[config.mk]
export PLATFORM = sky130hd
export DESIGN_NAME = async_fifo_rd_stream
export DESIGN_NICKNAME = d
export VERILOG_FILES = /design/src/rtl/async_fifo_rd_pkg.sv /design/src/rtl/async_fifo_rd_stream_skid.sv /design/src/rtl/async_fifo_rd_stream.sv
export SDC_FILE = /design/constraint.sdc
export NUM_CORES = 1
export LEC_CHECK = 0
export ABC_AREA = 1
export BUFFER_PORTS_ARGS = -buffer_cell sky130_fd_sc_hd__buf_2
export CAP_MARGIN = 10
export CORE_MARGIN = 2
export CORE_UTILIZATION = 50
export CTS_CLUSTER_DIAMETER = 100
export CTS_CLUSTER_SIZE = 20
export DETAILED_ROUTE_END_ITERATION = 10
export PLACE_DENSITY = 0.73
export SETUP_SLACK_MARGIN = 0.02
export SYNTH_ARGS = -nofsm -noshare
export SYNTH_HDL_FRONTEND = slang
export SYNTH_HIERARCHICAL = 1
export SYNTH_SLANG_ARGS = --single-unit
[constraint.sdc]
create_clock -name rd_clk -period 5.6 [get_ports rd_clk]
set_input_delay 0.56 -clock rd_clk [delete_from_list [all_inputs] [get_ports rd_clk]]
set_output_delay 0.56 -clock rd_clk [all_outputs]
set_load 0.05 [all_outputs]
[src/rtl/async_fifo_rd_pkg.sv]
// ============================================================================
//  Module   : async_fifo_rd_pkg
//  Brief    : Shared types and constants for the async FIFO read-side streamer
//  Revision : 1.0 - initial release
// ============================================================================
`default_nettype none

package async_fifo_rd_pkg;

  typedef enum logic [1:0] {
    IDLE  = 2'd0,
    FETCH = 2'd1,
    DRAIN = 2'd2
  } rd_state_t;

  localparam int SKID_DEPTH = 2;
  localparam int SKID_CNT_W = $clog2(SKID_DEPTH + 1);

endpackage

`default_nettype wire

[src/rtl/async_fifo_rd_stream_skid.sv]
// ============================================================================
//  Module   : rd_skid_buf
//  Brief    : Two-entry register FIFO absorbing the one-cycle FIFO read latency
//  Revision : 1.0 - initial release
// ============================================================================
`default_nettype none

module rd_skid_buf
  import async_fifo_rd_pkg::*;
#(
  parameter int WIDTH = 8
) (
  input  logic                  clk,
  input  logic                  res,
  input  logic                  push,
  input  logic                  pop,
  input  logic [WIDTH-1:0]      din,
  output logic [WIDTH-1:0]      dout,
  output logic [SKID_CNT_W-1:0] count
);

  logic [WIDTH-1:0] entry0;
  logic [WIDTH-1:0] entry1;

  // entry0 is always the head; a pop shifts entry1 forward
  always_ff @(posedge clk) begin
    if (res) begin
      entry0 <= '0;
      entry1 <= '0;
      count  <= '0;
    end else begin
      case ({push, pop})
        2'b10: begin
          if (count == '0) entry0 <= din;
          else             entry1 <= din;
          count <= count + SKID_CNT_W'(1);
        end
        2'b01: begin
          entry0 <= entry1;
          count  <= count - SKID_CNT_W'(1);
        end
        2'b11: begin
          if (count == SKID_CNT_W'(1)) begin
            entry0 <= din;
          end else begin
            entry0 <= entry1;
            entry1 <= din;
          end
        end
        default: ;
      endcase
    end
  end

  assign dout = entry0;

endmodule

`default_nettype wire

[src/rtl/async_fifo_rd_stream.sv]
// ============================================================================
//  Module   : async_fifo_rd_stream
//  Brief    : FIFO read-port driver re-timing data into a framed valid/ready stream
//  Revision : 1.0 - initial release
// ============================================================================
`default_nettype none

module async_fifo_rd_stream
  import async_fifo_rd_pkg::*;
#(
  parameter int WIDTH     = 8,
  parameter int BURST_LEN = 4,
  parameter int CNT_WIDTH = 16
) (
  input  logic                 rd_clk,
  input  logic                 res,
  input  logic                 enable,
  input  logic                 fifo_empty,
  input  logic                 fifo_underflow,
  input  logic [WIDTH-1:0]     fifo_rdata,
  output logic                 fifo_rd_en,
  output logic                 out_valid,
  input  logic                 out_ready,
  output logic [WIDTH-1:0]     out_data,
  output logic                 out_last,
  output logic                 busy,
  output logic [CNT_WIDTH-1:0] rd_count,
  output logic                 err_underflow
);

  localparam int                BEAT_W    = (BURST_LEN > 1) ? $clog2(BURST_LEN) : 1;
  localparam logic [BEAT_W-1:0] LAST_BEAT = BEAT_W'(BURST_LEN - 1);

  rd_state_t             state;
  rd_state_t             state_next;
  logic                  fetching;
  logic                  inflight;
  logic                  pop;
  logic [SKID_CNT_W-1:0] count;
  logic [WIDTH-1:0]      head;
  logic [2:0]            occupancy;
  logic [BEAT_W-1:0]     beat_cnt;

  always_ff @(posedge rd_clk) begin
    if (res) state <= IDLE;
    else     state <= state_next;
  end

  always_comb begin
    state_next = state;
    case (state)
      IDLE:    if (enable) state_next = FETCH;
      FETCH:   if (!enable) state_next = DRAIN;
      DRAIN: begin
        if (enable)                                 state_next = FETCH;
        else if ((count == '0) && !inflight)        state_next = IDLE;
      end
      default: state_next = IDLE;
    endcase
  end

  always_comb begin
    fetching = 1'b0;
    busy     = 1'b0;
    if (!res) begin
      fetching = (state == FETCH);
      busy     = (state != IDLE);
    end
  end

  // Issue only when the word being read is guaranteed a skid slot after this edge's pop
  assign out_valid  = !res && (count != '0);
  assign pop        = out_valid && out_ready;
  assign occupancy  = 3'(count) + {2'b00, inflight} - {2'b00, pop};
  assign fifo_rd_en = fetching && !fifo_empty && (occupancy <= 3'd1);
  assign out_data   = res ? '0 : head;
  assign out_last   = out_valid && (beat_cnt == LAST_BEAT);

  always_ff @(posedge rd_clk) begin
    if (res) inflight <= 1'b0;
    else     inflight <= fifo_rd_en;
  end

  rd_skid_buf #(
    .WIDTH (WIDTH)
  ) u_skid (
    .clk   (rd_clk),
    .res   (res),
    .push  (inflight),
    .pop   (pop),
    .din   (fifo_rdata),
    .dout  (head),
    .count (count)
  );

  // Frame position survives enable toggling so a paused frame resumes in place
  always_ff @(posedge rd_clk) begin
    if (res) begin
      beat_cnt      <= '0;
      rd_count      <= '0;
      err_underflow <= 1'b0;
    end else begin
      if (pop) begin
        beat_cnt <= (beat_cnt == LAST_BEAT) ? '0 : beat_cnt + BEAT_W'(1);
        rd_count <= rd_count + CNT_WIDTH'(1);
      end
      if (fifo_underflow) err_underflow <= 1'b1;
    end
  end

endmodule

`default_nettype wire

After elaboration in Yosys (flattened, before gate mapping)
Cells that the tools add are included.
- word-level logic and storage cells: 63
- bits of input ports: 14
- output and inout port bits: 29
- flip-flop bits (word level): 40
- add/subtract/negate cells: 6
- reductions and logical operators: 19
- multiplexer cells: 16
- order comparisons: 1
- equal/unequal tests: 13
- operators by type and width (kind ; number):
    2-to-1 mux 8 bit ; 5
    one-hot mux 8 bit (3 select lines) ; 1
    adder 16 x 1 -> 16 bit (second input constant) ; 1
    one-hot mux 8 bit (2 select lines) ; 1
    2-to-1 mux 2 bit ; 5
    != test 2 bit (second input constant) ; 5
    == test 2 bit (second input constant) ; 4
    nonzero test 2 bit ; 4
    == test 2 x 1 -> 1 bit (second input constant) ; 3
    logical AND 1 bit ; 6
    one-hot mux 2 bit (3 select lines) ; 1
    AND reduction 3 bit ; 2
    adder 2 x 1 -> 2 bit (second input constant) ; 2
    zero test 2 bit ; 2
    one-hot mux 2 bit (2 select lines) ; 1
    adder 2 x 1 -> 3 bit ; 1
    less-or-equal comparator 3 x 1 -> 1 bit (second input constant) ; 1
    zero test 1 bit ; 3
    != test 3 bit (second input constant) ; 1
    nonzero test 3 bit ; 1
    subtractor 3 x 1 -> 3 bit ; 1
    2-to-1 mux 1 bit ; 2
    AND reduction 2 bit ; 1
    subtractor 2 x 1 -> 2 bit (second input constant) ; 1

Depth between registers and ports, before layout
- depth after elaboration: 6
- depth in mapped cells: 11
- depth with buffers taken out: 10

Hierarchy
Netlist, hierarchy kept.
- modules (own cells, without submodules) (module ; sequential area each (um2) ; area an instance (um2) ; cells each ; times used):
    async_fifo_rd_stream ; 440.4 ; 1302.5 ; 185 ; 1
    rd_skid_buf ; 360.3 ; 983.4 ; 141 ; 1

Least setup slack after synthesis
OpenSTA, ideal clock, no wires.
- path type: input -> output
- start: in res
- end: out fifo_rd_en
- required time: 5040 ps
- slack: 1343 ps
- stages on the path: 9
- data arrival time: 3697 ps
- cell sequence: buf_6 nor3_4 ha_1 inv_1 ha_1 inv_1 fa_1 nand2_1 nor4b_1
- word-level cells in the longest chain between the ends: 6
- RTL lines (what ; line ; text):
    from (decl) ; async_fifo_rd_stream.sv:16 ; input logic res,
    zero test 1 bit ; async_fifo_rd_stream.sv:72 ; assign out_valid = !res && (count != '0);
    logical AND 1 bit ; async_fifo_rd_stream.sv:72 ;
    logical AND 1 bit ; async_fifo_rd_stream.sv:73 ; assign pop = out_valid && out_ready;
    named net pop ; async_fifo_rd_stream.sv:38 ; logic pop;
    subtractor 3 x 1 -> 3 bit ; async_fifo_rd_stream.sv:74 ; assign occupancy = 3'(count) + {2'b00, inflight} - {2'b00, pop};
    less-or-equal comparator 3 x 1 -> 1 bit ; async_fifo_rd_stream.sv:75 ; assign fifo_rd_en = fetching && !fifo_empty && (occupancy <= 3'd1);
    logical AND 1 bit ; async_fifo_rd_stream.sv:75 ;
    to (decl) ; async_fifo_rd_stream.sv:21 ; output logic fifo_rd_en,
The timed path passes the listed nets, and every way through them passes these cells.

Worst setup path after layout
Same ends and word-level chain as after synthesis.

==> flow_metrics.tcl <==
set metrics [dict create \
    worst_slew_pin_slew_ns 0.5560 \
    placementRows 24 \
    num_vias 2082 \
    ys_ff_latch 40 \
    clock-sinks 40 \
    start_util 0.5214 \
    yosysWarningCount 6 \
    setup_viol 0 \
    finalHoldViolCount 0 \
    die_w_um 71.62 \
    finalSetupTns_ns 0 \
    grt_use_total 0.1889 \
    syn-cell-area_um2 2286 \
    yosys-top-cells-area "dfxtp_1 (35%), inv_1 (9.7%), nand2_1 (9.5%)" \
    rsz0062_at_grt "false" \
    io_buffers 42 \
    synthFlopType "dfxtp_1" \
    synth_edf_count 0 \
    n_antenna_cell 0 \
    cts_tree "done" \
    critical_path.max_fanout 30 \
    core_um2 4384 \
    worstSetupEndpointType "output port" \
    syn_to_final_growth_pct 13.90 \
    seq_area_frac_synth 0.3503 \
    first_iter_violations 147 \
    start_kind "input pin" \
    multi_input_area_um2 1180 \
    fp.dieH_um 71.62 \
    skew_ns 0.005707 \
    vdd_ir_drop_max_mv 0.1624 \
    arrival_ns 2.96 \
    clk_latency_ns 0.30 \
    p_leak_nw 1.311 \
    cts-root-buf "clkbuf_8" \
    drive_above_1_share 0.1951 \
    hold_class "in2reg" \
    drv_slew 0 \
    synth_top_cell_area_share 0.3503 \
    path_clk_slew_ns 0.07 \
    gp_congestion 0.8211 \
    cts_setup_buffers 0 \
    status "completed" \
    synth_cell_types 31 \
    crit_required_ns 5.04 \
    critical_path_class "in2out" \
    syn_avg_cell_area_um2 7.012 \
    p_per_area_nw_per_um2 240.1 \
    cts_htree_levels 2 \
    grt-ovfl-total 0 \
    wire_per_inst_um 10.92 \
    numCtsBuffers 5 \
    n_fill_cell 421 \
    period_share 0.6294 \
    maxCapViolCount 0 \
    antenna_found_initial 0 \
    holdWs_ns 0.4619 \
    drcViolationCount 0 \
    pin_count 43 \
    hold_buffers 0 \
    grt_pass1_wl_um 7734 \
    yosys.area.top_type "dfxtp_1" \
    max_freq_mhz 283.7 \
    async_reset_ff_frac 0 \
    grt_pass1_vias 1810 \
    ctsResizeCount 0 \
    wirelength_um 4597 \
    seq_area_um2 800.8 \
    dieArea_um2 5129 \
    cts_max_path_buffers 2 \
    synth_fp_nets 351 \
    ant_nets 0 \
    grt_max_degree 31 \
    dpl.hpwl_um 3315 \
    vias_per_cell 4.945 \
    syn_inst 326 \
    relSlewSlack 0.6293 \
    final_nets 393 \
    final.min_clock_period_ns 3.525 \
    drtPass1Iterations 4 \
]
[area by class of cell]
| class | instances | share of cell area |
|---|---|---|
| clock inverter | 2 | 0.01346 |
| tap | 52 | 0.02499 |
| timing repair buffer | 42 | 0.08073 |
| clock buffer | 6 | 0.02787 |
| multi-input combinational | 215 | 0.4531 |
| inverter | 64 | 0.09226 |
| sequential | 40 | 0.3075 |
[Yosys cell counts, types with 4 or more instances]
library cell,n
nor3_1,6
dfxtp_1,40
buf_6,5
nand2_2,10
nor2_1,41
ha_1,10
a21oi_1,26
nand3_1,29
inv_2,4
inv_1,59
nand2_1,58
o21ai_0,4
nand3b_1,9
nand4_1,4
[per-stage QoR]
step	area (µm²)	utilization	instances	setup WS [ns]	total power (W)
3_5_place_dp	2496	0.5693	413	2.084	0.0003975
5_1_grt	2604	0.5939	421	1.923	0.0006553
4_1_cts	2604	0.5939	421	2.062	0.0006325
3_3_place_gp	2496	0.5693	413	2.105	0.0003953
2_1_floorplan	2286	-	326	1.343	0.0003783
6_report	2604	0.5939	421	2.075	0.0006252
[registers in the layout, indices dropped and copies added (netlist names)]
| signal | flops |
|---|---|
| u_skid/count | 2 |
| state | 2 |
| u_skid/entry1 | 8 |
| inflight | 1 |
| beat_cnt | 2 |
| err_underflow | 1 |
| rd_count | 16 |
| u_skid/dout | 8 |
[routing by layer]
| metal | global-route usage | vias up | wire length, µm |
|---|---|---|---|
| met3 | 0.04501 | 9 | 252 |
| met2 | 0.2891 | 50 | 1994 |
| met1 | 0.2540 | 920 | 2254 |
| li1 | - | 1103 | - |
| met5 | 0 | - | 0 |
| met4 | 0.08386 | 0 | 95 |
[cells by family after synthesis]
family,count (synthesis),synth area share
adders and majority gates,11,0.06349
and+or+nand+nor,169,0.3689
DFF,40,0.3503
AOI/OAI and AO/OA,32,0.07225
xor gates and xnor gates,3,0.01150
buffers and inverters,71,0.1335
[critical path, cell delays in order]
cell and delay, ns:
buf_2 0.28, nor3_4 0.48, ha_1 0.31, inv_1 0.05, ha_1 0.12, inv_1 0.05, fa_1 0.48, nand2_1 0.07
nor4b_1 0.26, buf_2 0.31
[cell usage in the layout, fill, tap and decap left out, types with 9 or more instances in the layout]
cell type  instances
inv_1             59
nand2_1           58
buf_2             42
nor2_1            41
dfxtp_1           40
nand3_1           29
a21oi_1           26
nand2_2           10
ha_1              10
nand3b_1           9
[path summary, 6_finish.rpt]
kind	from	end	slack, ns	depth (start not counted)
setup / recovery	res	fifo_rd_en	2.08	10
hold / removal	fifo_underflow	err_underflow	0.46	3
setup reg to reg	u_skid/count[1]	inflight	3.20	9
hold reg to reg	err_underflow	err_underflow	0.47	2
[power by group]
part / internal (W) / switching, W / total (W)
clock network: 0.000132 / 0.000102 / 0.000234
registers: 0.000294 / 0.00000712 / 0.000301
logic: 0.0000278 / 0.0000619 / 0.0000897
Power figures use the tool's default switching activity.
